<file path="src/rtl/dram_arb_pkg.sv">
// dram_arb_pkg: shared types and helpers for the DRAM arbiter.
//   state_e : arbiter FSM states
//   op_e    : latched operation type
//   clog2   : ceil(log2(n)), used to size the pointer, index and wait counter
package dram_arb_pkg;

    typedef enum logic [1:0] {
        ST_IDLE,
        ST_ISSUE,
        ST_WAIT,
        ST_ACK
    } state_e;

    typedef enum logic {
        OP_RD = 1'b0,
        OP_WR = 1'b1
    } op_e;

    function automatic int clog2(input int n);
        int r;
        r = 0;
        while ((1 << r) < n) r++;
        return r;
    endfunction

endpackage

</file>
<file path="src/rtl/dram_arbiter_if.sv">
// dram_arbiter_if: bundles the core-side request/ack bus and the DRAM port.
//   core side : i_req_rd, i_req_wr, i_addr, i_wdata -> o_ack, o_rdata, o_grant, o_busy
//   DRAM side : o_mem_addr, o_mem_wdata, o_mem_rd, o_mem_wr <- i_mem_rdata
// Modports: slave = the arbiter, master = whatever drives the cores and models the DRAM.
interface dram_arbiter_if #(
    parameter int NUM_CORES = 4,
    parameter int ADDR_W    = 16,
    parameter int DATA_W    = 8
);
    logic [NUM_CORES-1:0]        i_req_rd;
    logic [NUM_CORES-1:0]        i_req_wr;
    logic [NUM_CORES*ADDR_W-1:0] i_addr;
    logic [NUM_CORES*DATA_W-1:0] i_wdata;
    logic [NUM_CORES-1:0]        o_ack;
    logic [DATA_W-1:0]           o_rdata;
    logic [NUM_CORES-1:0]        o_grant;
    logic                        o_busy;
    logic [ADDR_W-1:0]           o_mem_addr;
    logic [DATA_W-1:0]           o_mem_wdata;
    logic                        o_mem_rd;
    logic                        o_mem_wr;
    logic [DATA_W-1:0]           i_mem_rdata;

    modport slave (
        input  i_req_rd, i_req_wr, i_addr, i_wdata, i_mem_rdata,
        output o_ack, o_rdata, o_grant, o_busy,
        output o_mem_addr, o_mem_wdata, o_mem_rd, o_mem_wr
    );

    modport master (
        output i_req_rd, i_req_wr, i_addr, i_wdata, i_mem_rdata,
        input  o_ack, o_rdata, o_grant, o_busy,
        input  o_mem_addr, o_mem_wdata, o_mem_rd, o_mem_wr
    );
endinterface

</file>
<file path="src/rtl/dram_arbiter_rr_picker.sv">
// rr_picker: combinational round-robin winner selection.
//   req   : request vector
//   ptr   : index with highest priority this round
//   mask  : requests to ignore this cycle
//   found : at least one unmasked request
//   idx   : first unmasked requester at or after ptr, wrapping
module rr_picker
    import dram_arb_pkg::*;
#(
    parameter int NUM_CORES = 4,
    parameter int IDX_W     = clog2(NUM_CORES)
) (
    input  logic [NUM_CORES-1:0] req,
    input  logic [IDX_W-1:0]     ptr,
    input  logic [NUM_CORES-1:0] mask,
    output logic                 found,
    output logic [IDX_W-1:0]     idx
);
    localparam logic [IDX_W:0] N_L = (IDX_W+1)'(NUM_CORES);

    logic [NUM_CORES-1:0] eff;
    logic [NUM_CORES-1:0] rot;
    logic [IDX_W-1:0]     off;
    logic [IDX_W:0]       sum;

    always_comb begin
        eff   = req & ~mask;
        // Shifting the doubled vector puts bit ptr at position 0 with wrap.
        rot   = NUM_CORES'({eff, eff} >> ptr);
        found = |rot;
        off   = '0;
        for (int i = NUM_CORES - 1; i >= 0; i--)
            if (rot[i]) off = IDX_W'(i);
        // Rotate the offset back to an absolute index, modulo NUM_CORES.
        sum = {1'b0, ptr} + {1'b0, off};
        if (sum >= N_L) sum = sum - N_L;
        idx = sum[IDX_W-1:0];
    end
endmodule

</file>
<file path="src/rtl/dram_arbiter.sv">
// dram_arbiter: round-robin arbiter sharing one single-port DRAM among
// NUM_CORES requesters. One transaction at a time: IDLE picks a winner,
// ISSUE pulses the DRAM strobe, WAIT covers MEM_LAT for reads, ACK pulses
// o_ack for one cycle.
//   i_clk, i_rst : clock, synchronous active-high reset
//   bus          : dram_arbiter_if.slave (core requests/acks + DRAM port)
module dram_arbiter
    import dram_arb_pkg::*;
#(
    parameter int NUM_CORES = 4,
    parameter int ADDR_W    = 16,
    parameter int DATA_W    = 8,
    parameter int MEM_LAT   = 2
) (
    input logic           i_clk,
    input logic           i_rst,
    dram_arbiter_if.slave bus
);
    localparam int IDX_W = (clog2(NUM_CORES) < 1) ? 1 : clog2(NUM_CORES);
    localparam int CNT_W = (clog2(MEM_LAT) < 1) ? 1 : clog2(MEM_LAT);
    localparam logic [IDX_W-1:0]     LAST_IDX = IDX_W'(NUM_CORES - 1);
    localparam logic [CNT_W-1:0]     CNT_LOAD = CNT_W'(MEM_LAT - 1);
    localparam logic [NUM_CORES-1:0] ONE      = NUM_CORES'(1);

    typedef struct packed {
        logic [IDX_W-1:0]  idx;
        op_e               op;
        logic [ADDR_W-1:0] addr;
        logic [DATA_W-1:0] wdata;
    } txn_t;

    state_e               state_q, state_d;
    txn_t                 txn_q;
    logic [IDX_W-1:0]     ptr_q;
    logic [CNT_W-1:0]     cnt_q;
    logic [DATA_W-1:0]    rdata_q;
    logic [NUM_CORES-1:0] mask_q;
    logic [NUM_CORES-1:0] req;
    logic [NUM_CORES-1:0] own_oh;
    logic                 found;
    logic [IDX_W-1:0]     win_idx;

    assign req    = bus.i_req_rd | bus.i_req_wr;
    assign own_oh = ONE << txn_q.idx;

    rr_picker #(.NUM_CORES(NUM_CORES), .IDX_W(IDX_W)) u_picker (
        .req   (req),
        .ptr   (ptr_q),
        .mask  (mask_q),
        .found (found),
        .idx   (win_idx)
    );

    always_ff @(posedge i_clk) begin
        if (i_rst) state_q <= ST_IDLE;
        else       state_q <= state_d;
    end

    always_comb begin
        state_d      = state_q;
        bus.o_ack    = '0;
        bus.o_grant  = '0;
        bus.o_mem_rd = 1'b0;
        bus.o_mem_wr = 1'b0;
        case (state_q)
            ST_IDLE:  if (found) state_d = ST_ISSUE;
            ST_ISSUE: begin
                bus.o_mem_wr = (txn_q.op == OP_WR);
                bus.o_mem_rd = (txn_q.op == OP_RD);
                state_d      = (txn_q.op == OP_WR) ? ST_ACK : ST_WAIT;
            end
            ST_WAIT:  if (cnt_q == '0) state_d = ST_ACK;
            ST_ACK: begin
                bus.o_ack = own_oh;
                state_d   = ST_IDLE;
            end
            default:  state_d = ST_IDLE;
        endcase
        if (state_q != ST_IDLE) bus.o_grant = own_oh;
    end

    always_ff @(posedge i_clk) begin
        if (i_rst) begin
            txn_q   <= '0;
            ptr_q   <= '0;
            cnt_q   <= '0;
            rdata_q <= '0;
            mask_q  <= '0;
        end else begin
            // The mask lives for exactly the IDLE cycle that follows ACK.
            mask_q <= '0;
            case (state_q)
                ST_IDLE: if (found) begin
                    txn_q.idx   <= win_idx;
                    // rd+wr together counts as a write
                    txn_q.op    <= bus.i_req_wr[win_idx] ? OP_WR : OP_RD;
                    txn_q.addr  <= bus.i_addr[win_idx*ADDR_W +: ADDR_W];
                    txn_q.wdata <= bus.i_wdata[win_idx*DATA_W +: DATA_W];
                end
                ST_ISSUE: cnt_q <= CNT_LOAD;
                ST_WAIT: begin
                    if (cnt_q == '0) rdata_q <= bus.i_mem_rdata;
                    else             cnt_q   <= cnt_q - CNT_W'(1);
                end
                ST_ACK: begin
                    mask_q <= own_oh;
                    ptr_q  <= (txn_q.idx == LAST_IDX) ? '0 : txn_q.idx + IDX_W'(1);
                end
                default: ;
            endcase
        end
    end

    assign bus.o_busy      = (state_q != ST_IDLE);
    assign bus.o_rdata     = rdata_q;
    assign bus.o_mem_addr  = txn_q.addr;
    assign bus.o_mem_wdata = txn_q.wdata;
endmodule

</file>
<file path="src/flat_wrapper.sv">
// flat-port wrapper written by rule: the top's interface ports become plain ports
module dram_arbiter_flat import dram_arb_pkg::*;
#(
    parameter int NUM_CORES = 4,
    parameter int ADDR_W    = 16,
    parameter int DATA_W    = 8,
    parameter int MEM_LAT   = 2
)
  (i_clk, i_rst, bus_i_req_rd, bus_i_req_wr, bus_i_addr, bus_i_wdata, bus_i_mem_rdata, bus_o_ack, bus_o_rdata, bus_o_grant, bus_o_busy, bus_o_mem_addr, bus_o_mem_wdata, bus_o_mem_rd, bus_o_mem_wr);
  dram_arbiter_if #(.NUM_CORES(NUM_CORES), .ADDR_W(ADDR_W), .DATA_W(DATA_W)) bus_i ();
  input logic i_clk;
  input logic i_rst;
  input wire logic [$bits(bus_i.i_req_rd)-1:0] bus_i_req_rd;
  input wire logic [$bits(bus_i.i_req_wr)-1:0] bus_i_req_wr;
  input wire logic [$bits(bus_i.i_addr)-1:0] bus_i_addr;
  input wire logic [$bits(bus_i.i_wdata)-1:0] bus_i_wdata;
  input wire logic [$bits(bus_i.i_mem_rdata)-1:0] bus_i_mem_rdata;
  output wire logic [$bits(bus_i.o_ack)-1:0] bus_o_ack;
  output wire logic [$bits(bus_i.o_rdata)-1:0] bus_o_rdata;
  output wire logic [$bits(bus_i.o_grant)-1:0] bus_o_grant;
  output wire logic [$bits(bus_i.o_busy)-1:0] bus_o_busy;
  output wire logic [$bits(bus_i.o_mem_addr)-1:0] bus_o_mem_addr;
  output wire logic [$bits(bus_i.o_mem_wdata)-1:0] bus_o_mem_wdata;
  output wire logic [$bits(bus_i.o_mem_rd)-1:0] bus_o_mem_rd;
  output wire logic [$bits(bus_i.o_mem_wr)-1:0] bus_o_mem_wr;
  assign bus_i.i_req_rd = bus_i_req_rd;
  assign bus_i.i_req_wr = bus_i_req_wr;
  assign bus_i.i_addr = bus_i_addr;
  assign bus_i.i_wdata = bus_i_wdata;
  assign bus_i.i_mem_rdata = bus_i_mem_rdata;
  assign bus_o_ack = bus_i.o_ack;
  assign bus_o_rdata = bus_i.o_rdata;
  assign bus_o_grant = bus_i.o_grant;
  assign bus_o_busy = bus_i.o_busy;
  assign bus_o_mem_addr = bus_i.o_mem_addr;
  assign bus_o_mem_wdata = bus_i.o_mem_wdata;
  assign bus_o_mem_rd = bus_i.o_mem_rd;
  assign bus_o_mem_wr = bus_i.o_mem_wr;
  dram_arbiter #(.NUM_CORES(NUM_CORES), .ADDR_W(ADDR_W), .DATA_W(DATA_W), .MEM_LAT(MEM_LAT)) u_core (.i_clk(i_clk), .i_rst(i_rst), .bus(bus_i));
endmodule
</file>
<file path="config.mk">
export PLATFORM = sky130hd
export DESIGN_NAME = dram_arbiter_flat
export DESIGN_NICKNAME = d
export VERILOG_FILES = /design/src/rtl/dram_arb_pkg.sv /design/src/rtl/dram_arbiter_if.sv /design/src/rtl/dram_arbiter_rr_picker.sv /design/src/rtl/dram_arbiter.sv /design/src/flat_wrapper.sv
export SDC_FILE = /design/constraint.sdc
export NUM_CORES = 1
export LEC_CHECK = 0
export CAP_MARGIN = 20
export CELL_PAD_IN_SITES_DETAIL_PLACEMENT = 2
export CELL_PAD_IN_SITES_GLOBAL_PLACEMENT = 2
export CORE_ASPECT_RATIO = 1.75
export CORE_MARGIN = 5
export CORE_UTILIZATION = 25
export DETAILED_ROUTE_END_ITERATION = 6
export GPL_ROUTABILITY_DRIVEN = 0
export PLACE_DENSITY_LB_ADDON = 0.1
export SLEW_MARGIN = 20
export SYNTH_ARGS = -nofsm -noshare
export SYNTH_HDL_FRONTEND = slang
export SYNTH_SLANG_ARGS = --single-unit
export TNS_END_PERCENT = 30
</file>
<file path="constraint.sdc">
create_clock -name i_clk -period 6.47 [get_ports i_clk]
set_input_delay 0.647 -clock i_clk [delete_from_list [all_inputs] [get_ports i_clk]]
set_output_delay 0.647 -clock i_clk [all_outputs]
set_load 0.01 [all_outputs]
</file>
==> out/metrics.yaml, run 1 <==
setup_path:
  crit_type: "input port to register"
  crit_path_end_kind: "register"
  arrival_ps: 4030
  worstSetupStartpoint: "bus_i_req_wr[1]"
  required_ps: 6610
  critPathMaxFanout: 27
  r2r_start: "u_core.ptr_q[0]$_SDFFE_PP0P_"
  start_kind: "input port"
synthesis:
  yosys.area.top_type: "dfxtp_1"
  ys_top_cells_by_count: "mux2i_1 (61), dfxtp_1 (44), nor2_1 (44)"
  synth_cell_types: 39
  synth_most_common_cell: "mux2i_1"
  yosysTopAreaCellShare_pct: 26.36
  syn_area_per_cell_um2: 8.912
  synth-warning-count: 0
  synthCells: 375
  synth_area_leaders: "dfxtp_1 (26%), mux2i_1 (18%), a211oi_2 (9.0%), a221o_1 (7.2%), a22oi_1 (5.4%)"
  synth_edf_count: 0
  ys.flop_type: "dfxtp_1"
  synth_fp_nets: 498
  async_flop_share_pct: 0
  synth_seq_cells: 44
  yosysSeqAreaShare_pct: 26.36
  synth_area_um2: 3342
floorplanning:
  die_area_um2: 15870
  ioPinCount: 157
  die_x_um: 97.40
  core.rowCount: 56
  core_um2: 13240
  start_util_pct: 25.24
  die_y_um: 163.0
detailed_routing:
  num_vias: 3311
  ant_nets: 0
  drt-total-wl_mm: 12.58
  route.detailed.wl_per_inst_um: 19.08
  drcViolationCount: 0
  via_per_inst: 5.024
  first_iter_violations: 78
  drt_pass1_iterations: 4
global_route:
  grt_use_met1_pct: 16.66
  grt-busiest-layer: "met2"
  antenna_found_initial: 0
  grt_pass1_vias: 3760
  track_usage_pct: 15.70
  overflow: 0
  grt_max_degree: 52
  grt_pass1_wl_mm: 19.95
  met3_usage_pct: 2.786
  use_met2_pct: 31.20
placement:
  port-buffer-count: 156
  place_ws_ps: 2199
  place_area_um2: 4843
  dp_hpwl_mm: 9.616
sta:
  slew_viol_final: 0
  tightest_slew_ps: 984.4
  slew_headroom_pct: 34.16
  fin_crit_sh_pct: 59.98
  hold_viol: 0
  layout_setup_ws_ps: 2589
  rsz0062_at_grt: "false"
  clock_skew_ps: 3.463
  min_period_ps: 3881
  setup_viol: 0
  setup_tns_ps: 0
  fmax_mhz: 257.7
job:
  maxCapViolCount: 0
cts:
  htreeDepth: 2
  hold_buffers: 0
  numCtsBuffers: 5
  cts_buffer_depth: 2
  cts_resized: 0
  clk_pin_slew_ps: 60
  cts.sink_count: 44
  cts_tree: "built"
  ctsRootBufferMaster: "clkbuf_16"
  postCtsSetupBuffers: 0
  clock_latency_ps: 290
cells_and_area:
  num-nets-final: 608
  area_delta_synth_final_pct: 50.43
  n_fill_cell: 1430
  drive_above_1_share_pct: 9.278
  fin_area_um2: 5027
  antenna-diode-count: 0
power:
  max-vdd-ir-drop_mv: 0.2340
  p_leak_nw: 1.869
  p_per_area_nw_per_um2: 374.8
status:
  status: "finished, final reports clean"
worst_hold_path:
  hold_class: "register to register"
  min_from: "u_core.bus.o_rdata[0]$_SDFFE_PP0P_"
## final timing paths
kind	to	slack [ps]	cells past startpoint
setup / recovery	u_core.bus.o_mem_addr[0]$_SDFFE_PP0P_	2590	13
hold / removal	u_core.bus.o_rdata[0]$_SDFFE_PP0P_	500	2
setup reg to reg	u_core.bus.o_mem_addr[0]$_SDFFE_PP0P_	3040	11
hold reg to reg	u_core.bus.o_rdata[0]$_SDFFE_PP0P_	500	2
## power by group
part / switching, mW / internal (mW)
clock: 0.109 / 0.141
combinational: 0.625 / 0.577
sequential: 0.0630 / 0.370
## through the flow
step	std cells	util, %	hold slack (ps)	power (mW)
6_report	659	37.96	501.4	1.884
5_1_grt	659	37.96	543.8	2.039
4_1_cts	657	37.59	508.6	1.906
3_5_place_dp	650	36.57	487.7	1.645
3_3_place_gp	650	36.57	483.0	1.599
2_1_floorplan	375	-	484.4	1.253
## worst max-delay path: stages
cell and delay, ps:
clkdlybuf4s50_1 450, o21ba_1 280, nor2_1 260, nor3_1 80, a21oi_1 120, o21ai_0 150, ha_4 190, xor2_1 180
a211oi_4 850, buf_4 440, a22oi_1 140, nand2_1 130, a211oi_2 70
## final cells by class
cell class,count,area [um^2],area share [%]
Inverter,6,22.52,0.4480
Timing Repair Buffer,159,1614,32.11
Clock inverter,1,5.005,0.09955
Multi-Input combinational cell,269,2158,42.93
Sequential cell,44,880.8,17.52
Tap cell,174,217.7,4.331
Clock buffer,6,128.9,2.563
## registers in the layout (all words and copies together) (netlist names)
register and cells:
u_core.mask_q 4, u_core.bus.o_mem_addr 16, u_core.bus.o_rdata 8, u_core.cnt_q 1
u_core.ptr_q 2, u_core.bus.o_mem_wdata 8, u_core.state_q 2, u_core.txn_q 3
## layer usage
metal,vias up,part of all wire [%]
met2,78,57
li1,1580,-
met3,8,3.2
met5,-,0
met1,1645,38
met4,0,1.2
## cells by family after synthesis
family                   share of synthesized area (%)
AO/OA/AOI/OAI                                    28.27
XOR/XNOR                                        0.2621
adder cells (fa/ha/maj)                          3.370
buffers and inverters                            10.56
flip-flops                                       26.36
multiplexers                                     18.61
AND/OR/NAND/NOR                                  12.58
## cells in the final DEF, fill, tap and decap left out, types with 2 or more instances in the layout
master	synthesis	routed
nand2_1	28	28
ha_1	9	8
o21bai_1	4	4
a21oi_1	3	3
nor2_1	44	44
o21ai_0	3	3
clkbuf_16	0	5
a211oi_1	3	2
o2111ai_1	2	2
o21ba_2	3	3
dfxtp_1	44	44
buf_4	24	2
a22oi_1	24	24
and2_1	10	9
inv_1	6	6
nor2b_1	7	7
nor3_1	5	5
clkdlybuf4s50_1	0	155
a221o_1	24	24
mux2i_1	61	61
a211oi_2	24	24
Note: power is estimated with default switching activity, not from simulation.
==> run 2, diff against run 1 <==
Settings changed: CORE_UTILIZATION 25 to 21.
Clock period 6.47 ns to 3.55 ns, I/O delays scaled along.
==> run 2 against run 1 <==
Against the previous run: combinational power rose by 87%; total power rose by 90%; critical path type unchanged; critical path depth fell by 1.
==> out/metrics.yaml, run 2 (synthesis results as in run 1) <==
global_route:
  track_usage_pct: 13.99
  antenna_found_initial: 1
  grt_pass1_vias: 3832
  overflow: 0
  grt_pass1_wl_mm: 20.60
  grt_max_degree: 50
power:
  p_per_area_nw_per_um2: 694.4
  max-vdd-ir-drop_mv: 0.2864
  p_leak_nw: 1.920
cells_and_area:
  layout_commonest_cell: "clkdlybuf4s50_1"
  final_cell_mix: "clkdlybuf4s50_1 (155), mux2i_1 (61), nor2_1 (44), dfxtp_1 (44), nand2_1 (28)"
  drive_above_1_share_pct: 10.77
  num-nets-final: 614
  largest_reg_flops: 16
  final_util_pct: 32.65
  area_delta_synth_final_pct: 54.36
  fin_area_um2: 5159
floorplanning:
  die_x_um: 105.4
  ioPinCount: 157
  die_area_um2: 18640
  core.rowCount: 61
  die_y_um: 176.9
  core_um2: 15800
  start_util_pct: 21.15
sta:
  slew_viol_final: 0
  setup_tns_ps: 0
  fmax_mhz: 335.3
  hold_viol: 0
  rsz0062_at_grt: "false"
  fin_crit_sh_pct: 84.01
  slew_headroom_pct: 41.82
  setup_viol: 0
  clock_skew_ps: 4.418
  min_period_ps: 2982
  tightest_slew_ps: 870.9
detailed_routing:
  ant_nets: 0
  route.detailed.wl_per_inst_um: 19.26
  drt_pass1_iterations: 4
  via_per_inst: 4.913
  first_iter_violations: 75
  drcViolationCount: 0
  drt-total-wl_mm: 13.13
  num_vias: 3351
cts:
  hold_buffers: 0
  cts_buffer_depth: 2
  numCtsBuffers: 5
  cts_tree: "built"
  cts.sink_count: 44
  clk_pin_slew_ps: 70
  ctsRootBufferMaster: "clkbuf_16"
  postCtsSetupBuffers: 0
  clock_latency_ps: 290
  cts_resized: 0
  htreeDepth: 2
worst_hold_path:
  hold_class: "register to register"
placement:
  place_area_um2: 4985
  port-buffer-count: 156
  dp_hpwl_mm: 10.23
setup_path:
  start_kind: "input port"
  crit_type: "input port to register"
  arrival_ps: 3190
  crit_path_end_kind: "register"
  critPathMaxFanout: 49
  required_ps: 3760
job:
  maxCapViolCount: 0
status:
  status: "finished, final reports clean"
run 2: power by group:
group	internal, mW	leakage (nW)	total, mW	switching [mW]
sequential	0.673	0.363	0.787	0.114
combinational	1.08	1.48	2.24	1.16
clock	0.335	0.0804	0.558	0.223
run 2: final cells by class:
type                            count  area [um^2]
Fill cell                        1760        10640
Multi-Input combinational cell    269         2158
Timing Repair Buffer              165         1687
Sequential cell                    44        880.8
Tap cell                          189        236.5
Clock buffer                        5        125.1
Clock inverter                      3        46.29
Inverter                            6        22.52
Antenna cell                        1        2.502
run 2: stage by stage:
| step | total power [mW] | hold WS (ps) | setup slack, ps | instances |
|---|---|---|---|---|
| after floorplan | 2.283 | 484.4 | 920.0 | 375 |
| after CTS | 3.698 | 516.9 | 543.0 | 681 |
| final | 3.582 | 501.7 | 567.7 | 682 |
| after detailed placement | 3.106 | 490.9 | 243.4 | 673 |
| after global placement | 3.026 | 479.4 | 362.5 | 673 |
| after global routing | 3.871 | 559.6 | 326.8 | 682 |
run 2: routing by layer:
metal | vias to the layer above | GRT usage (%) | wire length, um | part of all wire (%)
met4 | 0 | 4.762 | 320 | 2.4
met3 | 14 | 3.505 | 677 | 5.2
met1 | 1650 | 13.92 | 4664 | 36
met5 | - | 0 | 0 | 0
met2 | 93 | 27.58 | 7472 | 57
li1 | 1594 | - | - | -
run 2: path summary, 6_finish.rpt:
check                                                to  depth (start not counted)  slack (ps)                          startpoint
hold reg to reg      u_core.bus.o_rdata[4]$_SDFFE_PP0P_                          2         500  u_core.bus.o_rdata[4]$_SDFFE_PP0P_
setup / recovery  u_core.bus.o_mem_addr[6]$_SDFFE_PP0P_                         12         570                     bus_i_req_wr[2]
hold / removal       u_core.bus.o_rdata[4]$_SDFFE_PP0P_                          2         500  u_core.bus.o_rdata[4]$_SDFFE_PP0P_
setup reg to reg  u_core.bus.o_mem_addr[6]$_SDFFE_PP0P_                         10         710        u_core.ptr_q[0]$_SDFFE_PP0P_
run 2: worst max-delay path, cell delays in order:
cell             delay [ps]
clkdlybuf4s50_1         450
o21ba_2                 280
nor2_1                  260
nor2_1                   90
a21oi_1                 150
o21ai_0                 170
ha_4                    200
xor2_1                  340
a211oi_4                 90
buf_12                  200
a221o_1                 360
a211oi_2                230
==> run 3, diff against run 2 <==
Settings changed: CORE_UTILIZATION 21 to 23.
Clock period 3.55 ns to 3.1 ns, I/O delays scaled along.
==> run 3 against run 2 <==
Against the previous run: sequential power up 15%; first-iteration DRC count down 33%; global-route usage up 1.1 points; final area up 1.4%; worst hold slack better by 10 ps.
==> out/metrics.yaml, run 3 (synthesis results as in run 1) <==
status:
  status: "finished, final reports clean"
cells_and_area:
  drive_above_1_share_pct: 12.18
  fin_area_um2: 5230
  largest_reg_flops: 16
  area_delta_synth_final_pct: 56.50
  antenna-diode-count: 0
  num-nets-final: 623
  n_fill_cell: 1587
  final_cell_mix: "clkdlybuf4s50_1 (155), mux2i_1 (61), nor2_1 (44), dfxtp_1 (44), nand2_1 (28)"
  layout_commonest_cell: "clkdlybuf4s50_1"
sta:
  slew_headroom_pct: 33.14
  clock_skew_ps: 4.907
  slew_viol_final: 0
  fin_crit_sh_pct: 91.70
  setup_viol: 0
  layout_setup_ws_ps: 257.3
  setup_tns_ps: 0
  fmax_mhz: 351.8
  hold_ws_ps: 512.0
  rsz0062_at_grt: "false"
  tightest_slew_ps: 1001
  min_period_ps: 2843
  hold_viol: 0
cts:
  htreeDepth: 2
  numCtsBuffers: 5
  cts.sink_count: 44
  cts_buffer_depth: 2
  hold_buffers: 0
  cts_tree: "built"
  clock_latency_ps: 290
  postCtsSetupBuffers: 0
  ctsRootBufferMaster: "clkbuf_16"
  cts_resized: 0
  clk_pin_slew_ps: 70
setup_path:
  crit_path_end_kind: "register"
  crit_type: "input port to register"
  max_stage_delay_ps: 460
  start_kind: "input port"
  arrival_ps: 3000
  slowest_stage: "clkdlybuf4s50_1"
  required_ps: 3260
  rr_worst_depth: 10
  r2r_start: "u_core.ptr_q[0]$_SDFFE_PP0P_"
  critPathMaxFanout: 18
  r2r_end: "u_core.bus.o_mem_wdata[0]$_SDFFE_PP0P_"
  reg2reg_slack_ps: 400
  worstPathCellList: "clkdlybuf4s50_1 > o21ba_1 > nor2_1 > nor3_1 > a21oi_1 > o21ai_0 > ha_4 > buf_12 > mux2i_1 > nand2_1 > nor3b_1 > a211oi_1"
power:
  p_per_area_nw_per_um2: 794.8
  max-vdd-ir-drop_mv: 0.2954
  p_leak_nw: 1.975
  p_total_mw: 4.157
detailed_routing:
  wl_met1_mm: 4.301
  drt_pass1_iterations: 4
  num_vias: 3375
  dr_wl_met3_um: 666
  first_iter_violations: 50
  via_per_inst: 4.956
  route.detailed.wl_per_inst_um: 19.10
  wl_met2_mm: 7.746
  ant_nets: 0
  drt-total-wl_mm: 13.01
  highest_layer: "met4"
  drcViolationCount: 0
floorplanning:
  die_area_um2: 17140
  die_y_um: 169.5
  start_util_pct: 23.38
  core_um2: 14300
  core.rowCount: 58
  die_x_um: 101.1
  ioPinCount: 157
placement:
  place_ws_ps: -83.53
  dp_hpwl_mm: 10.29
  port-buffer-count: 156
  place_area_um2: 5046
worst_hold_path:
  min_path_cells: 2
  min_from: "u_core.bus.o_rdata[5]$_SDFFE_PP0P_"
  hold_class: "register to register"
  min_to: "u_core.bus.o_rdata[5]$_SDFFE_PP0P_"
job:
  maxCapViolCount: 0
global_route:
  grt_max_degree: 50
  overflow: 0
  antenna_found_initial: 0
  grt_pass1_vias: 3869
  grt_pass1_wl_mm: 20.27
  track_usage_pct: 15.10
run 3: how the worst max path moves through the flow:
stage	start	endpoint	slack (ps)	cells past startpoint
5_1_grt	bus_i_req_wr[1]	u_core.bus.o_mem_addr[9]$_SDFFE_PP0P_	70	13
6_report	bus_i_req_wr[1]	u_core.txn_q[24]$_SDFFE_PP0P_	260	12
2_1_floorplan	u_core.mask_q[1]$_SDFF_PP0_	u_core.bus.o_mem_addr[12]$_SDFFE_PP0P_	500	10
4_1_cts	bus_i_req_wr[0]	u_core.txn_q[24]$_SDFFE_PP0P_	210	8
3_3_place_gp	bus_i_req_wr[1]	u_core.txn_q[24]$_SDFFE_PP0P_	10	11
3_5_place_dp	bus_i_req_wr[0]	u_core.txn_q[24]$_SDFFE_PP0P_	-80	8
run 3: final cells by class:
type / count / area [um^2] / area share [%]
Clock buffer: 6 / 128.9 / 2.464
Clock inverter: 2 / 35.03 / 0.6699
Inverter: 6 / 22.52 / 0.4306
Multi-Input combinational cell: 269 / 2158 / 41.27
Sequential cell: 44 / 880.8 / 16.84
Tap cell: 180 / 225.2 / 4.306
Timing Repair Buffer: 174 / 1779 / 34.02
run 3: report_power, final:
| group | total, mW | internal (mW) | switching [mW] |
|---|---|---|---|
| registers | 0.905 | 0.771 | 0.133 |
| logic | 2.64 | 1.29 | 1.35 |
| clock network | 0.614 | 0.380 | 0.235 |
| total | 4.16 | 2.44 | 1.72 |
run 3: per-layer routing:
metal	GRT usage (%)	up-vias
met1	14.07	1657
met5	0	-
li1	-	1606
met2	31.19	93
met3	2.879	19
met4	4.977	0
run 3: per-stage QoR:
stage | utilization [%] | std cells
CTS | 36.44 | 680
floorplan | - | 375
global placement | 35.30 | 672
finish | 36.58 | 681
detailed placement | 35.30 | 672
global route | 36.58 | 681
run 3: worst max-delay path, delay by kind of cell:
kind | cells | cell delay, ps
buffers and inverters | 2 | 650
AOI/OAI and AO/OA | 4 | 650
muxes | 1 | 350
adders and majority gates | 1 | 360
and+or+nand+nor | 4 | 660
